===== config.mk =====
export PLATFORM = sky130hd
export DESIGN_NAME = fir_mac_sequencer
export DESIGN_NICKNAME = d
export VERILOG_FILES = /design/src/rtl/fir_pkg.sv /design/src/rtl/fir_tap_addr_gen.sv /design/src/rtl/fir_mac_sequencer.sv
export SDC_FILE = /design/constraint.sdc
export NUM_CORES = 1
export LEC_CHECK = 0
export ABC_AREA = 1
export BUFFER_PORTS_ARGS = -buffer_cell sky130_fd_sc_hd__clkbuf_2
export CAP_MARGIN = 20
export CORE_AREA = 2 2 74 76
export DETAILED_ROUTE_END_ITERATION = 10
export DIE_AREA = 0 0 76 78
export PLACE_DENSITY = 0.77
export SETUP_SLACK_MARGIN = 0.5
export SYNTH_ARGS = -nofsm -noshare
export SYNTH_HDL_FRONTEND = slang
export SYNTH_SLANG_ARGS = --single-unit

===== constraint.sdc =====
create_clock -name clk -period 1.65 [get_ports clk]
set_clock_uncertainty 0.05 [all_clocks]
set_input_delay 0.33 -clock clk [delete_from_list [all_inputs] [get_ports clk]]
set_output_delay 0.33 -clock clk [all_outputs]
set_load 0.02 [all_outputs]

===== src/rtl/fir_pkg.sv =====
// Shared state encoding and default geometry for the FIR MAC sequencer.
package fir_pkg;

  localparam int FIR_TAPS     = 8;
  localparam int FIR_DATA_W   = 16;
  localparam int FIR_ACC_W    = 25;
  localparam int FIR_OUT_W    = 20;
  localparam int FIR_PIPE_LAT = 2;

  typedef enum logic [2:0] {
    INIT,
    IDLE,
    LOAD,
    MAC,
    DRAIN,
    OUT
  } fir_state_t;

  function automatic int max_int(input int a, input int b);
    return (a > b) ? a : b;
  endfunction

endpackage


===== src/rtl/fir_tap_addr_gen.sv =====
// Modulo-TAPS pointer arithmetic for the circular delay line.
module fir_tap_addr_gen #(
  parameter int TAPS   = 8,
  parameter int ADDR_W = $clog2(TAPS)
) (
  input  logic [ADDR_W-1:0] wptr,
  input  logic [ADDR_W-1:0] k,
  output logic [ADDR_W-1:0] raddr,
  output logic [ADDR_W-1:0] wptr_inc
);

  // Read address (wptr-k) mod TAPS and wrapping write-pointer increment.
  // wptr+TAPS-k is always below TAPS <= 2**ADDR_W, so ADDR_W-bit modular
  // arithmetic yields the exact value even when TAPS truncates to zero.
  always_comb begin
    if (wptr >= k) begin
      raddr = wptr - k;
    end else begin
      raddr = wptr + ADDR_W'(TAPS) - k;
    end
    wptr_inc = (wptr == ADDR_W'(TAPS - 1)) ? '0 : wptr + ADDR_W'(1);
  end

endmodule


===== src/rtl/fir_mac_sequencer.sv =====
// Sequencer for a time-multiplexed single-MAC FIR: delay-line write, tap
// stepping, pipeline drain and output capture.
import fir_pkg::*;

module fir_mac_sequencer #(
  parameter int TAPS     = FIR_TAPS,
  parameter int DATA_W   = FIR_DATA_W,
  parameter int ACC_W    = FIR_ACC_W,
  parameter int OUT_W    = FIR_OUT_W,
  parameter int PIPE_LAT = FIR_PIPE_LAT,
  parameter int ADDR_W   = $clog2(TAPS)
) (
  input  logic              clk,
  input  logic              reset,
  input  logic              flush,
  input  logic              in_valid,
  output logic              in_ready,
  input  logic [DATA_W-1:0] in_sample,
  output logic              dl_we,
  output logic [ADDR_W-1:0] dl_waddr,
  output logic [DATA_W-1:0] dl_wdata,
  output logic [ADDR_W-1:0] dl_raddr,
  output logic [ADDR_W-1:0] coef_addr,
  output logic              mac_clr,
  output logic              mac_en,
  input  logic [ACC_W-1:0]  acc,
  output logic              out_valid,
  output logic [OUT_W-1:0]  out_data,
  output logic              overrun
);

  // Shared tap / init / drain counter; PIPE_LAT is assumed >= 1.
  localparam int CNT_W = $clog2(max_int(TAPS, PIPE_LAT));

  fir_state_t        state, state_n;
  logic [CNT_W-1:0]  cnt, cnt_n;
  logic [ADDR_W-1:0] wptr, wptr_n, wptr_inc, raddr;
  logic [DATA_W-1:0] sample_q;
  logic              go;
  logic              acc_unused;

  assign acc_unused = ^acc[ACC_W-OUT_W-1:0];

  fir_tap_addr_gen #(
    .TAPS   (TAPS),
    .ADDR_W (ADDR_W)
  ) u_addr_gen (
    .wptr     (wptr),
    .k        (cnt[ADDR_W-1:0]),
    .raddr    (raddr),
    .wptr_inc (wptr_inc)
  );

  // State, counter and write pointer. go holds INIT for the first cycle after
  // reset release so every strobe stays low while reset is asserted.
  always_ff @(posedge clk or negedge reset) begin
    if (!reset) begin
      state <= INIT;
      cnt   <= '0;
      wptr  <= '0;
      go    <= 1'b0;
    end else begin
      state <= state_n;
      cnt   <= cnt_n;
      wptr  <= wptr_n;
      go    <= 1'b1;
    end
  end

  // Next-state logic; flush overrides everything.
  always_comb begin
    state_n = state;
    cnt_n   = cnt;
    wptr_n  = wptr;
    if (flush) begin
      state_n = INIT;
      cnt_n   = '0;
      wptr_n  = '0;
    end else begin
      case (state)
        INIT: begin
          if (go) begin
            if (cnt == CNT_W'(TAPS - 1)) begin
              state_n = IDLE;
              cnt_n   = '0;
            end else begin
              cnt_n = cnt + CNT_W'(1);
            end
          end
        end
        IDLE: begin
          if (in_valid) state_n = LOAD;
        end
        LOAD: begin
          state_n = MAC;
          cnt_n   = '0;
        end
        MAC: begin
          if (cnt == CNT_W'(TAPS - 1)) begin
            state_n = DRAIN;
            cnt_n   = '0;
          end else begin
            cnt_n = cnt + CNT_W'(1);
          end
        end
        DRAIN: begin
          if (cnt == CNT_W'(PIPE_LAT - 1)) begin
            state_n = OUT;
            cnt_n   = '0;
          end else begin
            cnt_n = cnt + CNT_W'(1);
          end
        end
        OUT: begin
          state_n = IDLE;
          wptr_n  = wptr_inc;
        end
        default: begin
          state_n = INIT;
          cnt_n   = '0;
        end
      endcase
    end
  end

  // Datapath controls decoded from the registered state.
  always_comb begin
    in_ready  = (state == IDLE) && !flush;
    dl_we     = 1'b0;
    dl_waddr  = '0;
    dl_wdata  = '0;
    dl_raddr  = '0;
    coef_addr = '0;
    mac_clr   = 1'b0;
    mac_en    = 1'b0;
    case (state)
      INIT: begin
        dl_we    = go;
        dl_waddr = cnt[ADDR_W-1:0];
      end
      LOAD: begin
        dl_we    = 1'b1;
        dl_waddr = wptr;
        dl_wdata = sample_q;
        mac_clr  = 1'b1;
      end
      MAC: begin
        mac_en    = 1'b1;
        coef_addr = cnt[ADDR_W-1:0];
        dl_raddr  = raddr;
      end
      default: ;
    endcase
  end

  // Sample latch, output capture and sticky overrun.
  always_ff @(posedge clk or negedge reset) begin
    if (!reset) begin
      sample_q  <= '0;
      out_valid <= 1'b0;
      out_data  <= '0;
      overrun   <= 1'b0;
    end else begin
      if (in_valid && in_ready) sample_q <= in_sample;
      out_valid <= (state == OUT) && !flush;
      if ((state == OUT) && !flush) out_data <= acc[ACC_W-1 -: OUT_W];
      if (flush) begin
        overrun <= 1'b0;
      end else if (in_valid && !in_ready) begin
        overrun <= 1'b1;
      end
    end
  end

endmodule


==> impl_metrics.env, run 1 <==
export IMPL_status="complete, but fails checks"
export IMPL_failed_checks="setup timing"
export IMPL_io_pins=96
export IMPL_route_detailed_drc=0
export IMPL_rsz0062_at_grt="yes"
export IMPL_critPathMaxStageDelay_ns=0.43
export IMPL_cts_sinks=48
export IMPL_critPathMaxFanout=2
export IMPL_preCtsSetupSlack_ns=-0.1092
export IMPL_synth_xor_area_share_pct=0.7361
export IMPL_die_width_um=76
export IMPL_fin_crit_ns=2.063
export IMPL_cap_violations=0
export IMPL_grt_use_total_pct=28.86
export IMPL_synth_top_cell_area_share_pct=50.47
export IMPL_synth_nets=331
export IMPL_holdPathStages=3
export IMPL_syn_inst=279
export IMPL_die_h_um=78
export IMPL_drive_gt1_share_pct=60.64
export IMPL_rr_startpoint="state[2]"
export IMPL_seq_area_frac_synth_pct=50.47
export IMPL_dr_pass1_iters=5
export IMPL_overflow=0
export IMPL_num_nets_final=488
export IMPL_first_global_vias=2584
export IMPL_clockBufferDepth=2
export IMPL_ys_types=26
export IMPL_yosysTopAreaCell="dfrtp_1"
export IMPL_setup_slack_ns=-0.4129
export IMPL_syn_to_final_growth_pct=96.58
export IMPL_muxShareOfSynthArea_pct=0
export IMPL_yosys_area_share_adder_pct=3.996
export IMPL_final_common_cell="nand2_1"
export IMPL_worstSetupPathType="register to output pin"
export IMPL_timing_hold_ws_ns=0.1676
export IMPL_dieArea_mm2=0.005928
export IMPL_rr_endpoint="sample_q[6]"
export IMPL_clockRootBuffer="clkbuf_8"
export IMPL_worst_hold_path_endpoint="out_data[7]"
export IMPL_synth_area_mm2=0.002380
export IMPL_start_util_pct=47.20
export IMPL_core_mm2=0.005042
export IMPL_max_vdd_ir_drop_v=0.001018
export IMPL_drv_slew=0
export IMPL_antenna_found_initial=0
export IMPL_yosys_top_cells_area="dfrtp_1 50%, nand2_1 12%, a21oi_2 5.9%, inv_1 5.0%, nor2_1 4.9%"
export IMPL_hp_class="primary input to register"
export IMPL_final_cell_mix="74 x nand2_1, 46 x dfrtp_1, 40 x nor2_4"
export IMPL_port_buffers=90
export IMPL_final_antenna_net_count=0
export IMPL_synth_compound_area_share_pct=9.779
export IMPL_critPathArrivalTime_ns=1.68
export IMPL_synthSimpleGateAreaFrac_pct=26.18
export IMPL_finalCritPeriodShare_pct=125.0
export IMPL_drt_initial_drc_count=265
export IMPL_setup_viol_count_final=38
export IMPL_path_cells="ha_4 -> fa_2 -> xor2_1 -> nor2_2 -> clkbuf_8"
export IMPL_avgViaCountPerCell=5.381
export IMPL_synth_top_family_by_area="simple AND/OR/NAND/NOR gates"
export IMPL_cts_tree="yes"
export IMPL_avgSynthCellArea_um2=8.530
export IMPL_num_rows=26
export IMPL_worst_setup_path_start_kind="register"
export IMPL_cp_top_family="adder cells"
export IMPL_grt_max_degree=49
export IMPL_powerDensity_mw_per_mm2=1492
export IMPL_fin_util_pct=92.78
export IMPL_required_ns=1.27
export IMPL_h_tree_depth=2
export IMPL_antenna_cells=0
export IMPL_reg2reg_depth=10
export IMPL_ys_flop_type="dfrtp_1"
export IMPL_slowest_stage="dfrtp_1"
export IMPL_wl_um=10110
export IMPL_hold_viol_final=0
export IMPL_grt_pass1_wl_um=13210
export IMPL_cp_end_kind="output pin"
export IMPL_hpwlAfterDp_um=4117
export IMPL_synthArstFlopShare_pct=100.0
export IMPL_vias=2728
export IMPL_numCtsBuffers=5
export IMPL_reg2reg_slack_ns=-0.04
export IMPL_post_drt_wl_per_cell_um=19.93
export IMPL_power_leakage_nw=2.301
export IMPL_min_from="acc[12]"
export IMPL_num_fill_cells=149
export IMPL_synth_edf_count=0
export IMPL_clock_latency_ns=0.31
export IMPL_yosysWarnings=0
export IMPL_path_buf_inv=1
export IMPL_max_freq_mhz=484.8
export IMPL_ys_seq_elements=48
export IMPL_clk_pin_slew_worst_paths_ns=0.09
export IMPL_place_congestion=0.8311
[logic make-up (layout without fill, tap and decap cells)]
kind of cell / after synthesis / in the layout
simple gates: 142 / 143
flops: 48 / 48
buf+inv: 46 / 203
compound gates: 33 / 33
fa+ha+maj: 7 / 7
xor+xnor: 2 / 2
other cells: 1 / 1
[worst register-to-register path: cells and delay by family (launching register included)]
| kind | cells | cell delay [ns] |
|---|---|---|
| flops | 1 | 0.42 |
| buf+inv | 5 | 0.64 |
| simple gates | 4 | 0.43 |
| compound gates | 1 | 0.05 |
[registers in the layout, indices dropped and copies added (netlist names)]
signal     cells
sample_q      16
state          3
out_valid      1
go             1
out_data      20
cnt            3
overrun        1
wptr           3
[layout make-up]
| class | instances | area, um2 | area share, % |
|---|---|---|---|
| flip-flops and latches | 48 | 1204 | 25.73 |
| repair buffers | 156 | 1677 | 35.84 |
| clock buffers | 6 | 82.58 | 1.765 |
| inverters | 37 | 168.9 | 3.611 |
| clock inverters | 2 | 15.01 | 0.3209 |
| multi-input cells | 186 | 1426 | 30.49 |
| well taps | 70 | 87.58 | 1.872 |
| repair inverters | 2 | 17.52 | 0.3744 |
[synthesized netlist by cell type (2+ instances only)]
master   number
o22ai_1       6
ha_1          6
o21ai_0       6
nor2_1       31
buf_4         2
inv_1        32
nand2_2       4
dfrtp_1      48
nand3_1      11
buf_6         3
nand3_2       2
a21oi_2      16
a21oi_1       5
nor2_2       14
inv_2         5
nand2_1      76
buf_2         3
[power breakdown]
part	total (W)	switching, W	internal [W]
Clock	0.000762	0.000422	0.000340
Combinational	0.00434	0.00226	0.00209
Sequential	0.00188	0.000277	0.00160
Total	0.00698	0.00295	0.00403
[routing by layer]
metal	track usage, %	routed length (um)	vias to the layer above
li1	-	-	1177
met1	30.43	3549	1322
met2	56.96	5506	181
met3	5.233	597	48
met4	10.55	454	0
met5	0	0	-
[stage by stage]
stage / setup TNS, ns / cells / cell area [um2] / power [W]
after floorplan: -0.01858 / 279 / 2765 / 0.003690
after global routing: -8.049 / 507 / 4678 / 0.007248
final: -5.957 / 507 / 4678 / 0.006981
after CTS: -4.672 / 479 / 4387 / 0.006200
after global placement: -0.1056 / 444 / 3358 / 0.004334
after detailed placement: -0.1680 / 444 / 3358 / 0.004411
[worst max path at each step]
stage / start / slack (ns) / to / depth (start not counted)
after global placement: wptr[0] / -0.08 / dl_raddr[2] / 6
after global routing: cnt[0] / -0.48 / dl_raddr[2] / 5
after CTS: wptr[0] / -0.38 / dl_raddr[2] / 6
final: cnt[0] / -0.41 / dl_raddr[2] / 5
after detailed placement: wptr[0] / -0.11 / dl_raddr[2] / 6
after floorplan: cnt[0] / -0.02 / dl_raddr[2] / 4
[timing repair]
item,4_1_cts,5_1_grt
gates cloned,8,0
resized for setup,149,41
setup endpoints to repair,97,98
setup buffers,18,28
hold endpoints to repair,48,0
hold buffers,1,0
pin swaps,11,14
(Power assumes the default switching activity.)
==> inputs of run 2 (changes only) <==
--- a/config.mk
+++ b/config.mk
@@ -5,13 +5,13 @@
 export SDC_FILE = /design/constraint.sdc
 export NUM_CORES = 1
 export LEC_CHECK = 0
-export ABC_AREA = 1
 export BUFFER_PORTS_ARGS = -buffer_cell sky130_fd_sc_hd__clkbuf_2
 export CAP_MARGIN = 20
-export CORE_AREA = 2 2 74 76
+export CORE_AREA = 2 2 73 75
 export DETAILED_ROUTE_END_ITERATION = 10
-export DIE_AREA = 0 0 76 78
-export PLACE_DENSITY = 0.77
+export DIE_AREA = 0 0 75 77
+export HOLD_SLACK_MARGIN = 0.15
+export PLACE_DENSITY = 0.78
 export SETUP_SLACK_MARGIN = 0.5
 export SYNTH_ARGS = -nofsm -noshare
 export SYNTH_HDL_FRONTEND = slang
==> impl_metrics.env, run 2 <==
export IMPL_max_freq_mhz=450.0
export IMPL_synth_most_common_cell="dfrtp_1"
export IMPL_clock_latency_ns=0.30
export IMPL_seq_area_frac_synth_pct=52.00
export IMPL_drive_gt1_share_pct=73.39
export IMPL_grt_use_total_pct=24.94
export IMPL_dr_pass1_iters=4
export IMPL_top_regs="out_data (20), sample_q (16)"
export IMPL_route_detailed_drc=0
export IMPL_clockRootBuffer="clkbuf_8"
export IMPL_finalCritPeriodShare_pct=134.7
export IMPL_synth_area_mm2=0.002310
export IMPL_place_congestion=0.7761
export IMPL_final_cell_mix="46 x dfrtp_1, 44 x buf_6, 39 x clkbuf_2"
export IMPL_largest_register_ffs=20
export IMPL_synth_edf_count=0
export IMPL_avgViaCountPerCell=5.284
export IMPL_synthTopCellsByCount="48 x dfrtp_1, 26 x mux2_2, 18 x and2_1, 16 x nor2_1, 10 x mux2_4"
export IMPL_clockBufferDepth=2
export IMPL_cts_tree="yes"
export IMPL_worstSetupPathType="register to output pin"
export IMPL_holdPathStages=2
export IMPL_rsz0062_at_grt="yes"
export IMPL_timing_hold_ws_ns=0.2062
export IMPL_rr_endpoint="sample_q[14]"
export IMPL_overflow=0
export IMPL_start_util_pct=46.41
export IMPL_final_antenna_net_count=0
export IMPL_drv_slew=0
export IMPL_final_common_cell="dfrtp_1"
export IMPL_setup_slack_ns=-0.5723
export IMPL_syn_to_final_growth_pct=91.55
export IMPL_dieArea_mm2=0.005775
export IMPL_place_area_mm2=0.003199
export IMPL_die_h_um=77
export IMPL_port_buffers=90
export IMPL_powerDensity_mw_per_mm2=1085
export IMPL_synth_nets=239
export IMPL_antenna_found_initial=0
export IMPL_vias=2177
export IMPL_drt_initial_drc_count=109
export IMPL_h_tree_depth=2
export IMPL_rr_startpoint="state[2]"
export IMPL_antenna_cells=0
export IMPL_hp_class="primary input to register"
export IMPL_critPathMaxFanout=2
export IMPL_hold_viol_final=0
export IMPL_die_width_um=75
export IMPL_worst_setup_path_start_kind="register"
export IMPL_yosysTopAreaCell="dfrtp_1"
export IMPL_avgSynthCellArea_um2=12.35
export IMPL_reg2reg_depth=8
export IMPL_clk_pin_slew_worst_paths_ns=0.09
export IMPL_failed_checks="setup timing"
export IMPL_reg2reg_slack_ns=-0.26
export IMPL_grt_max_degree=29
export IMPL_setup_viol_count_final=69
export IMPL_fin_crit_ns=2.222
export IMPL_ys_flop_type="dfrtp_1"
export IMPL_num_rows=26
export IMPL_yosys_top_cells_area="dfrtp_1 52%, mux2_2 13%, mux2_4 6.5%, and2_1 4.9%, ha_1 3.3%"
export IMPL_wl_um=8853
export IMPL_num_nets_final=393
export IMPL_worst_hold_path_endpoint="out_data[0]"
export IMPL_synth_top_cell_area_share_pct=52.00
export IMPL_min_from="acc[5]"
export IMPL_ys_types=34
export IMPL_io_pins=96
export IMPL_syn_inst=187
export IMPL_post_drt_wl_per_cell_um=21.49
export IMPL_power_total_w=0.004800
export IMPL_required_ns=1.27
export IMPL_cts_sinks=48
export IMPL_regMostFlops="out_data"
export IMPL_core_mm2=0.004977
export IMPL_first_global_vias=2169
export IMPL_grt_pass1_wl_um=10840
export IMPL_status="complete, but fails checks"
export IMPL_critPathArrivalTime_ns=1.84
export IMPL_cap_violations=0
export IMPL_ys_seq_elements=48
export IMPL_yosysWarnings=0
export IMPL_design_area_mm2=0.004424
export IMPL_hpwlAfterDp_um=3659
export IMPL_numCtsBuffers=5
export IMPL_synthArstFlopShare_pct=100.0
export IMPL_power_leakage_nw=2.122
export IMPL_cp_end_kind="output pin"
export IMPL_max_vdd_ir_drop_v=0.0005544
==> run 2: cell types whose count changed after synthesis, sizes merged, moves of 12 or more <==
cell,change
nor2,-30
inv,-30
nand3,-12
nand2,-75
and2,+18
mux2,+36
a21oi,-17
==> run 2: repair_timing <==
| action | in CTS | in global routing |
|---|---|---|
| gates cloned | 6 | 0 |
| resized for setup | 101 | 100 |
| hold buffers | 1 | 0 |
| pin swaps | 20 | 7 |
| setup endpoints to repair | 97 | 98 |
| endpoints found under the hold margin | 11 | 0 |
| setup buffers | 33 | 10 |
==> run 2: worst max-delay path by stage <==
stage / from / to / slack, ns / cells past startpoint
after floorplan: wptr[0] / dl_raddr[2] / -0.16 / 6
after global placement: wptr[0] / dl_raddr[2] / -0.15 / 7
after detailed placement: wptr[0] / dl_raddr[2] / -0.19 / 7
after CTS: wptr[0] / dl_raddr[2] / -0.49 / 7
after global routing: wptr[0] / dl_raddr[2] / -0.65 / 7
final: wptr[0] / dl_raddr[2] / -0.57 / 7
==> run 2: cell families after synthesis <==
logic type      count (synthesis)  share of synthesized area [%]
compound gates                 16                          4.550
xor+xnor                        3                          1.138
fa+ha+maj                       7                          4.117
buf+inv                        16                          3.521
flops                          48                          52.00
mux                            40                          20.91
other cells                     1                         0.1624
simple gates                   56                          13.60
==> run 2: report_power, final <==
| group | internal, W | leakage [nW] | total (W) | switching, W |
|---|---|---|---|---|
| sequential | 0.00145 | 0.605 | 0.00165 | 0.000201 |
| clock | 0.000303 | 0.0414 | 0.000719 | 0.000416 |
| combinational | 0.00139 | 1.48 | 0.00243 | 0.00104 |
| total | 0.00314 | 2.12 | 0.00480 | 0.00166 |
==> run 2: critical path, cell delays in order, from the launching register on <==
cell,delay [ns]
dfrtp_1,0.37
inv_1,0.05
ha_2,0.18
fa_2,0.33
xor2_1,0.21
xnor2_1,0.12
nor2_2,0.13
clkbuf_8,0.16
==> run 2: final cells by class <==
| class | instances | area (um2) |
|---|---|---|
| clock buffers | 6 | 72.57 |
| clock inverters | 2 | 16.27 |
| fillers | 179 | 553.0 |
| inverters | 7 | 31.28 |
| multi-input cells | 124 | 1375 |
| flip-flops and latches | 48 | 1204 |
| well taps | 70 | 87.58 |
| repair buffers | 155 | 1638 |
==> run 2: stage by stage <==
stage | setup TNS (ns) | worst slack, ns | util, % | instances
2_1_floorplan | -0.1643 | -0.1643 | - | 187
3_3_place_gp | -0.1897 | -0.1542 | 64.28 | 354
3_5_place_dp | -0.3016 | -0.1918 | 64.28 | 354
4_1_cts | -9.291 | -0.4948 | 82.91 | 402
5_1_grt | -19.55 | -0.6507 | 88.89 | 412
6_report | -16.76 | -0.5723 | 88.89 | 412
==> run 2: metal layers <==
layer	routed length [um]	GRT usage [%]
met1	3381	31.99
met2	4567	42.02
met3	657	5.519
met4	247	6.250
met5	0	0
==> inputs of run 3 (changes only) <==
--- a/config.mk
+++ b/config.mk
@@ -11,7 +11,7 @@
 export DETAILED_ROUTE_END_ITERATION = 10
 export DIE_AREA = 0 0 75 77
 export HOLD_SLACK_MARGIN = 0.15
-export PLACE_DENSITY = 0.78
+export PLACE_DENSITY = 0.87
 export SETUP_SLACK_MARGIN = 0.5
 export SYNTH_ARGS = -nofsm -noshare
 export SYNTH_HDL_FRONTEND = slang
==> impl_metrics.env, run 3 (synthesized netlist as in run 2, its figures left out) <==
export IMPL_status="complete, but fails checks"
export IMPL_hpwlAfterDp_um=3802
export IMPL_io_pins=96
export IMPL_post_drt_wl_per_cell_um=20.11
export IMPL_clockBufferDepth=2
export IMPL_antenna_found_initial=0
export IMPL_drive_gt1_share_pct=72.86
export IMPL_required_ns=1.27
export IMPL_grt_busiest_layer="met2"
export IMPL_powerDensity_mw_per_mm2=1077
export IMPL_numCtsBuffers=5
export IMPL_hp_class="primary input to register"
export IMPL_clockRootBuffer="clkbuf_8"
export IMPL_clk_pin_slew_worst_paths_ns=0.10
export IMPL_core_mm2=0.004977
export IMPL_worst_setup_path_start_kind="register"
export IMPL_hold_viol_final=0
export IMPL_grtUsageMet1_pct=28.47
export IMPL_rr_endpoint="out_data[6]"
export IMPL_top_regs="out_data (20), sample_q (16)"
export IMPL_setup_slack_ns=-0.6344
export IMPL_port_buffers=90
export IMPL_cts_sinks=48
export IMPL_overflow=0
export IMPL_timing_hold_ws_ns=0.2010
export IMPL_syn_to_final_growth_pct=91.87
export IMPL_final_cell_mix="46 x dfrtp_1, 39 x clkbuf_2, 36 x mux2_4"
export IMPL_instances_no_fill=409
export IMPL_route_detailed_drc=0
export IMPL_rr_startpoint="state[1]"
export IMPL_use_met3_pct=4.336
export IMPL_path_buf_inv=2
export IMPL_slowest_stage="dfrtp_1"
export IMPL_h_tree_depth=2
export IMPL_regMostFlops="out_data"
export IMPL_num_nets_final=391
export IMPL_critPathMaxStageDelay_ns=0.37
export IMPL_dr_pass1_iters=4
export IMPL_cap_violations=0
export IMPL_fin_crit_ns=2.284
export IMPL_finalCritPeriodShare_pct=138.4
export IMPL_start_util_pct=46.41
export IMPL_cp_top_family="adder cells"
export IMPL_max_vdd_ir_drop_v=0.0005885
export IMPL_largest_register_ffs=20
export IMPL_worst_hold_path_endpoint="out_data[4]"
export IMPL_power_leakage_nw=2.166
export IMPL_path_depth=7
export IMPL_die_width_um=75
export IMPL_place_congestion=0.7663
export IMPL_worstSetupPathType="register to output pin"
export IMPL_rsz0062_at_grt="yes"
export IMPL_final_common_cell="dfrtp_1"
export IMPL_num_fill_cells=199
export IMPL_failed_checks="setup timing"
export IMPL_wl_um=8226
export IMPL_avgViaCountPerCell=5.252
export IMPL_holdPathStages=2
export IMPL_num_rows=26
export IMPL_grt_max_degree=49
export IMPL_max_freq_mhz=437.8
export IMPL_grt_pass1_wl_um=10990
export IMPL_critPathMaxFanout=2
export IMPL_power_total_w=0.004773
export IMPL_drv_slew=0
export IMPL_setup_viol_count_final=72
export IMPL_grt_use_total_pct=25.60
export IMPL_first_global_vias=2225
export IMPL_dpl_cell_count=354
export IMPL_antenna_cells=0
export IMPL_drt_initial_drc_count=144
export IMPL_clock_latency_ns=0.31
export IMPL_vias=2148
export IMPL_path_cells="inv_1 -> ha_2 -> fa_2 -> xor2_2 -> xnor2_2 -> nor2_2 -> clkbuf_8"
export IMPL_critPathArrivalTime_ns=1.90
export IMPL_min_from="acc[9]"
export IMPL_met2_usage_pct=47.11
export IMPL_cts_tree="yes"
export IMPL_fin_util_pct=89.04
export IMPL_reg2reg_slack_ns=-0.22
export IMPL_dieArea_mm2=0.005775
export IMPL_cp_end_kind="output pin"
export IMPL_final_antenna_net_count=0
export IMPL_die_h_um=77
export IMPL_reg2reg_depth=9
==> run 3: cell count changes in the layout (fill, tap and decap cells not counted), moves of 2 or more <==
cell       delta
buf_12        +3
clkbuf_16     +2
buf_4         +3
buf_8         +2
nor3_4        -3
mux2_2        -6
mux2_4        +6
buf_6        -27
clkbuf_8     +17
nor3_2        +3
buf_16        -2
==> run 3: layer usage <==
| layer | up-vias | wire length [um] |
|---|---|---|
| met2 | 95 | 4645 |
| met4 | 0 | 290 |
| met5 | - | 0 |
| li1 | 933 | - |
| met1 | 1094 | 2906 |
| met3 | 26 | 383 |
==> run 3: repair_timing <==
| action | 4_1_cts | 5_1_grt |
|---|---|---|
| gates resized for setup | 127 | 45 |
| hold buffers | 1 | 0 |
| pin swaps | 10 | 13 |
| endpoints found under the setup margin | 97 | 98 |
| gates cloned | 4 | 2 |
| hold endpoints to repair | 48 | 0 |
| setup buffers | 23 | 18 |
==> run 3: worst max path at each step <==
| stage | startpoint | endpoint |
|---|---|---|
| 6_report | wptr[0] | dl_raddr[2] |
| 4_1_cts | wptr[0] | dl_raddr[2] |
| 2_1_floorplan | wptr[0] | dl_raddr[2] |
| 3_5_place_dp | wptr[0] | dl_raddr[2] |
| 3_3_place_gp | wptr[0] | dl_raddr[2] |
| 5_1_grt | wptr[0] | dl_raddr[2] |
==> run 3: worst register-to-register path: stages (launching register included) <==
cell and delay (ns):
dfrtp_1 0.41, buf_12 0.14, buf_6 0.11, buf_12 0.12
buf_6 0.11, nor3_4 0.12, buf_6 0.16, buf_12 0.12
buf_16 0.12, mux2_4 0.30
==> run 3: cell type report <==
| type | count | area (um2) | share of cell area [%] |
|---|---|---|---|
| repair buffers | 153 | 1675 | 37.80 |
| multi-input cells | 124 | 1355 | 30.58 |
| flip-flops and latches | 48 | 1204 | 27.16 |
| well taps | 70 | 87.58 | 1.976 |
| clock buffers | 5 | 68.82 | 1.553 |
| inverters | 7 | 28.78 | 0.6494 |
| clock inverters | 2 | 12.51 | 0.2823 |
==> run 3: through the flow <==
stage / instance area, um2 / TNS, ns / setup slack, ns
2_1_floorplan: 2576 / -0.1643 / -0.1643
3_3_place_gp: 3199 / -0.1857 / -0.1577
3_5_place_dp: 3199 / -0.2767 / -0.2023
4_1_cts: 4146 / -6.280 / -0.5315
5_1_grt: 4432 / -16.56 / -0.6850
6_report: 4432 / -14.54 / -0.6344
==> run 3: where the power goes <==
group	internal, W	switching, W
logic	0.00140	0.000995
registers	0.00145	0.000220
clock network	0.000288	0.000413
